**src/rtl/control_unit.sv**
```systemverilog
// control_unit: hardwired fetch/decode/execute sequencer for the 16-bit bus
// microcontroller. It owns the instruction register and produces every
// latch, enable and tri-state control for the datapath.
//
// Optional feature: define CU_MFC_TIMEOUT_EN to add an MFC watchdog. The
// memory wait states F1, L1 and S2 then give up after MFC_TIMEOUT cycles
// without MFC and park in FAULT until reset. Without the macro the sequencer
// waits for MFC indefinitely, and fault is constant 0.
module control_unit #(
  parameter int WIDTH = 16,
  parameter int MFC_TIMEOUT = 255
) (
  input  logic             clk,
  input  logic             rst,
  input  logic [WIDTH-1:0] busIn,
  input  logic             MFC,
  output logic             PCOutEn,
  output logic             PCInc,
  output logic             MARin,
  output logic             memEN,
  output logic             memRW,
  output logic             MDRwriteEN,
  output logic             MDRreadEN,
  output logic             MDRout,
  output logic             r0Latch,
  output logic             r1Latch,
  output logic             r2Latch,
  output logic             r3Latch,
  output logic             r0Out,
  output logic             r1Out,
  output logic             r2Out,
  output logic             r3Out,
  output logic             ALUin0,
  output logic             ALUin1,
  output logic             ALUOutLatch,
  output logic             ALUOutEn,
  output logic [2:0]       opControl,
  output logic             p0Latch,
  output logic             p1Out,
  output logic             halted,
  output logic             fault
);

  typedef enum logic [4:0] {
    IDLE, F0, F1, F2, DEC,
    M0,
    L0, L1, L2,
    S0, S1, S2,
    A0, A1, A2, A3,
    I0, O0,
    HALT, FAULT
  } state_t;

  localparam logic [3:0] OP_NOP = 4'h0;
  localparam logic [3:0] OP_MOV = 4'h1;
  localparam logic [3:0] OP_LD  = 4'h2;
  localparam logic [3:0] OP_ST  = 4'h3;
  localparam logic [3:0] OP_ALU = 4'h4;
  localparam logic [3:0] OP_IN  = 4'h5;
  localparam logic [3:0] OP_OUT = 4'h6;
  localparam logic [3:0] OP_HLT = 4'hF;

  state_t state, next_state;
  logic [WIDTH-1:0] ir;
  logic [3:0] opcode;
  logic [1:0] rd, rs;
  logic [3:0] r_latch, r_out;
  logic timeout_hit;
  logic unused_ir;

  assign opcode = ir[15:12];
  assign rd = ir[11:10];
  assign rs = ir[9:8];

  // The upper, reserved and operand-free bits of IR are kept so the register
  // matches the bus width; only the decoded fields drive logic.
  assign unused_ir = ^ir;

  // State register and instruction register; IR captures the bus at the end of F2.
  always_ff @(posedge clk) begin
    if (rst) begin
      state <= IDLE;
      ir <= '0;
    end else begin
      state <= next_state;
      if (state == F2) begin
        ir <= busIn;
      end
    end
  end

`ifdef CU_MFC_TIMEOUT_EN
  // The counter only ever holds 0..MFC_TIMEOUT-1, since the last value forces an exit.
  localparam int CNT_W = (MFC_TIMEOUT > 1) ? $clog2(MFC_TIMEOUT) : 1;
  localparam logic [CNT_W-1:0] CNT_LAST = CNT_W'(MFC_TIMEOUT - 1);

  logic [CNT_W-1:0] wait_cnt;
  logic in_wait;

  assign in_wait = (state == F1) || (state == L1) || (state == S2);
  assign timeout_hit = in_wait && !MFC && (wait_cnt == CNT_LAST);

  // Wait counter: restarts whenever the state changes, advances on each cycle spent waiting.
  always_ff @(posedge clk) begin
    if (rst) begin
      wait_cnt <= '0;
    end else if (state != next_state) begin
      wait_cnt <= '0;
    end else if (in_wait) begin
      wait_cnt <= wait_cnt + 1'b1;
    end
  end
`else
  assign timeout_hit = 1'b0;
`endif

  // Next-state logic: fetch, dispatch on the opcode, per-instruction micro-steps.
  always_comb begin
    next_state = state;
    case (state)
      IDLE: next_state = F0;
      F0:   next_state = F1;
      F1: begin
        if (MFC) begin
          next_state = F2;
        end else if (timeout_hit) begin
          next_state = FAULT;
        end
      end
      F2:   next_state = DEC;
      DEC: begin
        case (opcode)
          OP_NOP:  next_state = F0;
          OP_MOV:  next_state = M0;
          OP_LD:   next_state = L0;
          OP_ST:   next_state = S0;
          OP_ALU:  next_state = A0;
          OP_IN:   next_state = I0;
          OP_OUT:  next_state = O0;
          OP_HLT:  next_state = HALT;
          default: next_state = F0;
        endcase
      end
      M0:   next_state = F0;
      L0:   next_state = L1;
      L1: begin
        if (MFC) begin
          next_state = L2;
        end else if (timeout_hit) begin
          next_state = FAULT;
        end
      end
      L2:   next_state = F0;
      S0:   next_state = S1;
      S1:   next_state = S2;
      S2: begin
        if (MFC) begin
          next_state = F0;
        end else if (timeout_hit) begin
          next_state = FAULT;
        end
      end
      A0:   next_state = A1;
      A1:   next_state = A2;
      A2:   next_state = A3;
      A3:   next_state = F0;
      I0:   next_state = F0;
      O0:   next_state = F0;
      HALT: next_state = HALT;
      FAULT: next_state = FAULT;
      default: next_state = IDLE;
    endcase
  end

  // Output decode: each state enables exactly the controls of its micro-step.
  always_comb begin
    PCOutEn = 1'b0;
    PCInc = 1'b0;
    MARin = 1'b0;
    memEN = 1'b0;
    memRW = 1'b0;
    MDRwriteEN = 1'b0;
    MDRreadEN = 1'b0;
    MDRout = 1'b0;
    r_latch = '0;
    r_out = '0;
    ALUin0 = 1'b0;
    ALUin1 = 1'b0;
    ALUOutLatch = 1'b0;
    ALUOutEn = 1'b0;
    p0Latch = 1'b0;
    p1Out = 1'b0;
    halted = 1'b0;
    fault = 1'b0;
    opControl = ir[2:0];
    case (state)
      IDLE: opControl = 3'b000;
      F0: begin
        PCOutEn = 1'b1;
        MARin = 1'b1;
      end
      F1: begin
        memEN = 1'b1;
        memRW = 1'b1;
        MDRreadEN = MFC;
      end
      F2: begin
        MDRout = 1'b1;
        PCInc = 1'b1;
      end
      M0: begin
        r_out[rs] = 1'b1;
        r_latch[rd] = 1'b1;
      end
      L0: begin
        r_out[rs] = 1'b1;
        MARin = 1'b1;
      end
      L1: begin
        memEN = 1'b1;
        memRW = 1'b1;
        MDRreadEN = MFC;
      end
      L2: begin
        MDRout = 1'b1;
        r_latch[rd] = 1'b1;
      end
      S0: begin
        r_out[rd] = 1'b1;
        MARin = 1'b1;
      end
      S1: begin
        r_out[rs] = 1'b1;
        MDRwriteEN = 1'b1;
      end
      S2: begin
        memEN = 1'b1;
        memRW = 1'b0;
      end
      A0: begin
        r_out[rd] = 1'b1;
        ALUin0 = 1'b1;
      end
      A1: begin
        r_out[rs] = 1'b1;
        ALUin1 = 1'b1;
      end
      A2: ALUOutLatch = 1'b1;
      A3: begin
        ALUOutEn = 1'b1;
        r_latch[rd] = 1'b1;
      end
      I0: begin
        p1Out = 1'b1;
        r_latch[rd] = 1'b1;
      end
      O0: begin
        r_out[rs] = 1'b1;
        p0Latch = 1'b1;
      end
      HALT: halted = 1'b1;
      FAULT: begin
        fault = 1'b1;
        opControl = 3'b000;
      end
      default: ;
    endcase
  end

  assign r0Latch = r_latch[0];
  assign r1Latch = r_latch[1];
  assign r2Latch = r_latch[2];
  assign r3Latch = r_latch[3];
  assign r0Out = r_out[0];
  assign r1Out = r_out[1];
  assign r2Out = r_out[2];
  assign r3Out = r_out[3];

endmodule

```
**config.mk**
```make
export PLATFORM = sky130hd
export DESIGN_NAME = control_unit
export DESIGN_NICKNAME = d
export VERILOG_FILES = /design/src/rtl/control_unit.sv
export SDC_FILE = /design/constraint.sdc
export NUM_CORES = 1
export LEC_CHECK = 0
export BUFFER_PORTS_ARGS = -buffer_cell sky130_fd_sc_hd__buf_2
export CORE_ASPECT_RATIO = 1.2
export CORE_MARGIN = 2
export CORE_UTILIZATION = 30
export DETAILED_ROUTE_END_ITERATION = 8
export SLEW_MARGIN = 20
export SYNTH_ARGS = -nofsm -noshare
export SYNTH_HDL_FRONTEND = slang
export SYNTH_SLANG_ARGS = --single-unit
```
**constraint.sdc**
```tcl
create_clock -name clk -period 2.65 [get_ports clk]
set_clock_uncertainty 0.15 [all_clocks]
set_input_delay 0.1325 -clock clk [delete_from_list [all_inputs] [get_ports clk]]
set_output_delay 0.1325 -clock clk [all_outputs]
set_load 0.03 [all_outputs]
```
After elaboration in Yosys (flattened, before gate mapping)
Memory sizes are Yosys's and may differ from the RTL's. A register that Yosys moved wholly into a read port is not among the register bits.
Cells that the tools add are included.
Widths: inputs -> output; s select.
- bits in read-only memories: 80
- memories: 1
- register bits after elaboration: 21
- bits of input ports: 19
- word-level logic and storage cells: 71
- $lt $le $gt $ge: 4
- reductions and logical operators: 13
- muxes and demuxes: 29
- equality and inequality tests: 22
- memory list (name ; words ; width ; read ports ; clocked after memory_dff ; write ports ; RTL line ; source):
    (no name shown) ; 16 ; 5 ; 1 ; 1 ; 0 ; 132 ; case (opcode)
- operators by type and width (operator ; count):
    $pmux 5 s15 ; 1
    $eq 5x4->1 const B ; 8
    $eq 5x3->1 const B ; 4
    $eq 5x5->1 const B ; 4
    $mux 1 ; 18
    $mux 5 ; 3
    $mux 4 ; 3
    $eq 5x2->1 const B ; 2
    $pmux 4 s2 ; 1
    $reduce_or 2->1 ; 4
    $lt 2x3->1 const B ; 2
    $ne 2x2->1 const B ; 3
    $reduce_or 3->1 ; 2
    $reduce_or 6->1 ; 1
    $eq 5x1->1 const B ; 1
    $logic_not 5->1 ; 1
    $reduce_or 5->1 ; 1
    $demux 1 s2 ; 2
    $ge 2x1->1 const B ; 2
    $reduce_or 4->1 ; 1
    $mux 3 ; 1
    $reduce_and 3->1 ; 1
    $logic_and 1x1->1 ; 2

Logic depth before layout (Yosys ltp)
Gate-level depths: netlist of the first run.
- word-level depth: 5
- mapped depth: 11
- mapped depth without buffers: 10

Worst setup path before layout of the first run
No wires, ideal clock.
- path kind: register to output
- from: register state[4]
- to: output port r1Latch
- arrival time: 2279 ps
- cell stages (with the launch flop): 6
- data required time: 2368 ps
- path slack: 89 ps
- path buffers: 1
- cell sequence: dfxtp_1 > buf_4 > or3b_4 > nor3_4 > a311oi_2 > nor4bb_1
- cells in the longest elaborated chain, start to end: 3
- elaborated cells between the ends (all ways): 6
- those cells by class: eq/ne (4); mux (1); reduce/logical (1)
- ends and longest elaborated chain (item ; RTL line ; source):
    from (decl) ; 63 ; state_t state, next_state;
    from (signal assigned) ; 85 ; state <= next_state;
    $eq 5x3->1 (tied with other cells) ; 196 ; case (state)
    $reduce_or 4->1 (no line) (*) ; -- ;
    $mux 4 (*) ; -- ;
    to (decl) ; 26 ; output logic r1Latch,
Mark *: on every way between the ends. The rest lies on a longest branch, timed or not.

Final worst setup path of the first run
- from: register state[2]
- to: output port r1Latch
The elaborated chain is that of the path after synthesis.

==> run metrics, run 1 <==
# hold bufs at CTS 7; unrepaired setup endpoints after global routing false; sequential share of the synthesized area 25.7%; Power Density 489 nW/um^2; max-cap violation count 0; Root Driver clkbuf_8; CP max-delay cell or3b_1; global route total overflow 0; Design Area, Final 1990 um^2; critical path endpoint category output port; commonest non-fill, non-tap cell in the layout buf_2; chip height 84.8 um; Hold Path Class in2reg; syn_area_per_cell 7.78 um^2; CP max stage delay 0.46 ns; share of cells above drive strength 1 25.0%; Yosys reg bits 21; area post-placement 1880 um^2; global placer's final weighted congestion 0.887; setup bufs post-CTS 0; hold_ws 0.0164 ns; final hold viol count 0; Startpoint Class flop; max-slew violation total from the final report 0; worst-skew pair later-pin latency 0.25 ns; clock sinks 21; DPL Wire Length 2910 um; initial antenna violation count 0; Compound-Gate Fraction of Synth Area 25.0%; CTS Buf Count 3; DR vias 1632; Highest Signal Layer met4; status finished, final reports clean; WL met1 1830 um; Tmin final 2.38 ns; CTS resizes 0; fraction of registers with async set/reset 0%; crit path buf inv count 2; Simple-Gate Fraction of Synth Area 33.8%; Post-synth EDFFs 0; vias in the first global route 1481; Yosys cell types 56; largest family of logic cells by synthesized area simple AND/OR/NAND/NOR gates; Die Wd 71.4 um; Worst Path Max Fanout 26; row cnt 29; CTS H-tree lvls 1; # diodes 0; Detail Route Antenna Nets 0; Post-Synth Adder-Cell Area 3.83%; Synth Flop Type dfxtp_1; port buffer count 40; Synth Area in XOR/XNOR 1.61%; post-synthesis mux area share 3.06%; Initial Utilization 31.1%; Peak Freq 421 MHz; Max Root-Sink Buffers 2; Max IR drop VDD 0.309 mV; Util after Layout 37.9%; CP arrival 2.09 ns; LEAKAGE 0.814 nW; Clock transition at path regs 0.07 ns; CP delay by family, top simple AND/OR/NAND/NOR gates; Met3 Routed Length 201 um; Post-Syn Instances 210; final worst-path cycle share 89.7%; die area 6060 um^2; # setup viols final 0; Layout Area Growth over Synthesis 22.0%; Pre-antenna DRT Iters 6; DR vias/cell 5.20; yosys warns 0; required time worst endpoint 2.37 ns; core area 5260 um^2; DR WL/cell 12.8 um; cell area after synthesis 1630 um^2; met2 wire length 1910 um; overall routed net length 4010 um; post-synth net total 234; non-filler cells, final 314; DRT iter0 DRCs 124; type of the worst setup path reg2out; Slew HR 70.5%; DRC 0; GR Util All Layers 13.0%; nets 277; CTS tree yes; worst path cell trace buf_4 > or3b_1 > a21oi_1 > a311oi_2 > nor4bb_1 > buf_2; pin count of the biggest net entering global routing 27; Inst Count DP 303; Boundary Pins 46; worst slew pin tran 0.440 ns; post-route setup TNS 0 ns; global-route wire length before repair 6660 um; most frequent cells in the layout buf_2, nand2_1, dfxtp_1
[cell type report]
cell class | count | area (um^2)
Inverter | 5 | 18.8
Sequential cell | 21 | 420
Clock buffer | 4 | 45.0
Tap cell | 62 | 77.6
Timing Repair Buffer | 55 | 330
Fill cell | 558 | 3270
Multi-Input combinational cell | 167 | 1100
[worst register-to-register path, cell delays in order, from the launching register on]
cell and delay [ns]:
dfxtp_1 0.36, nor3b_2 0.23, nand2_1 0.12, inv_2 0.11, mux2i_1 0.25, nor2_1 0.13, ha_1 0.24, nand2_1 0.06
o21ai_0 0.07, and4_1 0.21, a211oi_2 0.18
[path summary, 6_finish.rpt]
check                              from                  end  slack, ns  cells past startpoint
setup / recovery  state[2]$_SDFFE_PP0P_              r1Latch       0.27                      6
hold / removal                busIn[12]  ir[12]$_SDFFE_PP0P_       0.02                      3
setup reg to reg  state[3]$_SDFFE_PP0P_                 flop       0.49                     10
hold reg to reg      ir[2]$_SDFFE_PP0P_   ir[2]$_SDFFE_PP0P_       0.30                      2
[metrics by stage]
step	power (W)	setup WS, ns
2_1_floorplan	0.000677	0.0886
3_3_place_gp	0.000767	0.522
3_5_place_dp	0.000769	0.509
4_1_cts	0.000981	0.259
5_1_grt	0.00104	0.121
6_report	0.000975	0.274
[per-layer routing]
metal	GRT usage, %	vias to the layer above
li1	-	839
met1	17.0	738
met2	22.0	47
met3	2.14	8
met4	3.60	0
met5	0	-
[logic make-up after synthesis]
group,after synthesis
AO/OA/AOI/OAI,54
XOR/XNOR,3
adder cells (fa/ha/maj),5
buffers and inverters,22
flip-flops,21
multiplexers,5
AND/OR/NAND/NOR,100
[Yosys cell counts (2+ instances only)]
library cell | n | area [um^2]
nor4bb_1 | 2 | 20.0
nor4_1 | 2 | 12.5
ha_1 | 5 | 62.6
and4_1 | 3 | 26.3
nand2_1 | 29 | 109
xor2_1 | 3 | 26.3
a32oi_1 | 2 | 17.5
buf_4 | 3 | 22.5
a22o_1 | 3 | 26.3
buf_2 | 9 | 45.0
or2_1 | 2 | 12.5
nand3b_1 | 4 | 30.0
inv_1 | 4 | 15.0
clkbuf_1 | 4 | 15.0
or3b_4 | 2 | 22.5
nor2_1 | 17 | 63.8
o21ai_0 | 12 | 60.1
a32o_1 | 2 | 20.0
nand3_1 | 4 | 20.0
nand2b_1 | 6 | 37.5
mux2i_1 | 5 | 50.1
dfxtp_1 | 21 | 420
a21oi_1 | 16 | 80.1
nor2b_1 | 9 | 56.3
nor3_1 | 10 | 50.1
[where the power goes]
part	total, W	leakage, nW	internal [W]	switching (W)
logic	0.000414	0.620	0.000145	0.000269
clock network	0.000205	0.0228	0.000107	0.0000985
registers	0.000356	0.170	0.000340	0.0000162
Power figures use the tool's default switching activity.
==> run 2, diff against run 1 <==
--- a/config.mk
+++ b/config.mk
@@ -6,10 +6,13 @@
 export NUM_CORES = 1
 export LEC_CHECK = 0
 export BUFFER_PORTS_ARGS = -buffer_cell sky130_fd_sc_hd__buf_2
+export CELL_PAD_IN_SITES_DETAIL_PLACEMENT = 1
+export CELL_PAD_IN_SITES_GLOBAL_PLACEMENT = 1
 export CORE_ASPECT_RATIO = 1.2
 export CORE_MARGIN = 2
 export CORE_UTILIZATION = 30
 export DETAILED_ROUTE_END_ITERATION = 8
+export PLACE_DENSITY_LB_ADDON = 0.1
 export SLEW_MARGIN = 20
 export SYNTH_ARGS = -nofsm -noshare
 export SYNTH_HDL_FRONTEND = slang
==> run 2 against run 1 <==
Against the previous run:
- sequential cell count did not move
- first-iteration DRC count fell by 19%
- core utilization barely moved
- worst hold slack improved by 0.0034 ns
- sequential power barely moved
- design area rose by 0.13%
- sequential share of layout area barely moved
- global-route usage rose by 2.3 points
- via count rose by 0.31%
- count of clock-buffer cells in the layout did not move
- setup slack got worse by 0.034 ns
- non-clock buffer count fell by 1
- largest cell class unchanged
==> run metrics, run 2 (synthesis gave the netlist of run 1 again) <==
status finished, final reports clean; area post-placement 1870 um^2; Worst Hold Depth 3; combinational share of power 42.9%; most frequent cells in the layout buf_2, nand2_1, dfxtp_1; DR vias/cell 5.23; clock sinks 21; DR vias 1637; global-route wire length before repair 7510 um; Initial Utilization 31.1%; die area 6060 um^2; global placer's final weighted congestion 0.765; commonest non-fill, non-tap cell in the layout buf_2; global route total overflow 0; sequential power share 36.4%; DRT iter0 DRCs 100; Boundary Pins 46; WL met1 2120 um; Highest Signal Layer met4; critical path endpoint category output port; DRC 0; CTS tree yes; unrepaired setup endpoints after global routing false; row cnt 29; Inst Count DP 302; Root Driver clkbuf_8; Layout Area Growth over Synthesis 22.1%; # setup viols final 0; core area 5260 um^2; CTS Buf Count 3; chip height 84.8 um; Tmin final 2.41 ns; worst r2r src state[1]$_SDFFE_PP0P_; Final WS setup 0.240 ns; Switching Power 0.000390 W; # diodes 0; nets 276; worst-skew pair later-pin latency 0.25 ns; CP max stage delay 0.42 ns; Design Area, Final 2000 um^2; Peak Freq 415 MHz; internal power 0.000591 W; post-route setup TNS 0 ns; Worst Path Max Fanout 29; total power 0.000980 W; Power Density 491 nW/um^2; max-slew violation total from the final report 0; worst path cell trace buf_6 > or3b_1 > a21oi_1 > a311oi_2 > nor4bb_2 > buf_2; Pre-antenna DRT Iters 4; R2R Setup Slk 0.44 ns; Die Wd 71.4 um; final hold viol count 0; Max Root-Sink Buffers 2; type of the worst setup path reg2out; Slew HR 64.6%; Reg2Reg Depth 10; Max IR drop VDD 0.219 mV; pin count of the biggest net entering global routing 30; CP max-delay cell or3b_1; share of total power in the clock network 20.7%; Detail Route Antenna Nets 0; final worst-path cycle share 90.9%; CTS H-tree lvls 1; port buffer count 40; vias in the first global route 1546; Met3 Routed Length 141 um; GR Util All Layers 15.3%; Clock transition at path regs 0.07 ns; Startpoint Class flop; pre-CTS setup slack 0.420 ns; max-cap violation count 0; CP arrival 2.13 ns; DR WL/cell 14.6 um; Hold Path Sink ir[12]$_SDFFE_PP0P_; worst slew pin tran 0.525 ns; initial antenna violation count 0; switching share of power 39.7%; DPL Wire Length 3330 um; met2 wire length 2270 um; LEAKAGE 0.809 nW; share of cells above drive strength 1 25.1%; overall routed net length 4580 um; required time worst endpoint 2.37 ns; non-filler cells, final 313; Hold Path Class in2reg; Worst Hold Launch busIn[12]
-- run 2: changes by cell type in the layout (fill, tap and decap cells not counted) --
| cell | previous run | this run |
|---|---|---|
| buf_6 | 0 | 1 |
| buf_4 | 8 | 6 |
| nor4bb_1 | 2 | 1 |
| nor4bb_2 | 0 | 1 |
-- run 2: critical path, delay by kind of cell, from the launching register on --
family                 cells  cell delay [ns]
buffers and inverters      2             0.50
AOI/OAI and AO/OA          2             0.28
DFF                        1             0.37
and+or+nand+nor            2             0.73
-- run 2: timing repair --
item | 4_1_cts | 5_1_grt
gates resized for setup | 0 | 2
hold buffers | 7 | 0
endpoints found under the setup margin | 0 | 1
endpoints found under the hold margin | 7 | 0
buffers inserted | 0 | 0
-- run 2: power by group through the flow --
stage               combinational [W]  sequential, W  clock, W
finish                       0.000421       0.000356  0.000203
global route                 0.000466       0.000360  0.000225
CTS                          0.000426       0.000356  0.000214
detailed placement           0.000416       0.000364         0
global placement             0.000416       0.000363         0
floorplan                    0.000314       0.000362         0
-- run 2: layer usage --
layer / vias up / track usage (%)
met5: - / 0
met4: 0 / 4.12
met3: 6 / 1.31
met2: 33 / 26.8
met1: 763 / 20.1
li1: 835 / -
-- run 2: stage by stage --
stage | hold slack (ns) | util [%]
global route | 0.0552 | 37.9
CTS | 0.0166 | 37.7
floorplan | 0.118 | -
detailed placement | 0.233 | 35.6
finish | 0.0198 | 37.9
global placement | 0.228 | 35.6
-- run 2: final cells by class --
| cell class | instances | area, um^2 |
|---|---|---|
| fillers | 658 | 3270 |
| multi-input cells | 167 | 1110 |
| flip-flops and latches | 21 | 420 |
| repair buffers | 54 | 327 |
| well taps | 62 | 77.6 |
| clock buffers | 4 | 45.0 |
| inverters | 5 | 18.8 |
-- run 2: worst max-delay path by stage --
stage / startpoint / to / slack [ns] / cells after the start
after CTS: state[3]$_SDFFE_PP0P_ / r2Latch / 0.12 / 6
after detailed placement: state[3]$_SDFFE_PP0P_ / r2Latch / 0.42 / 6
after global routing: state[3]$_SDFFE_PP0P_ / r2Latch / 0.06 / 6
after global placement: state[1]$_SDFFE_PP0P_ / flop / 0.45 / 10
after floorplan: state[4]$_SDFFE_PP0P_ / r1Latch / 0.09 / 5
final: state[3]$_SDFFE_PP0P_ / r2Latch / 0.24 / 6
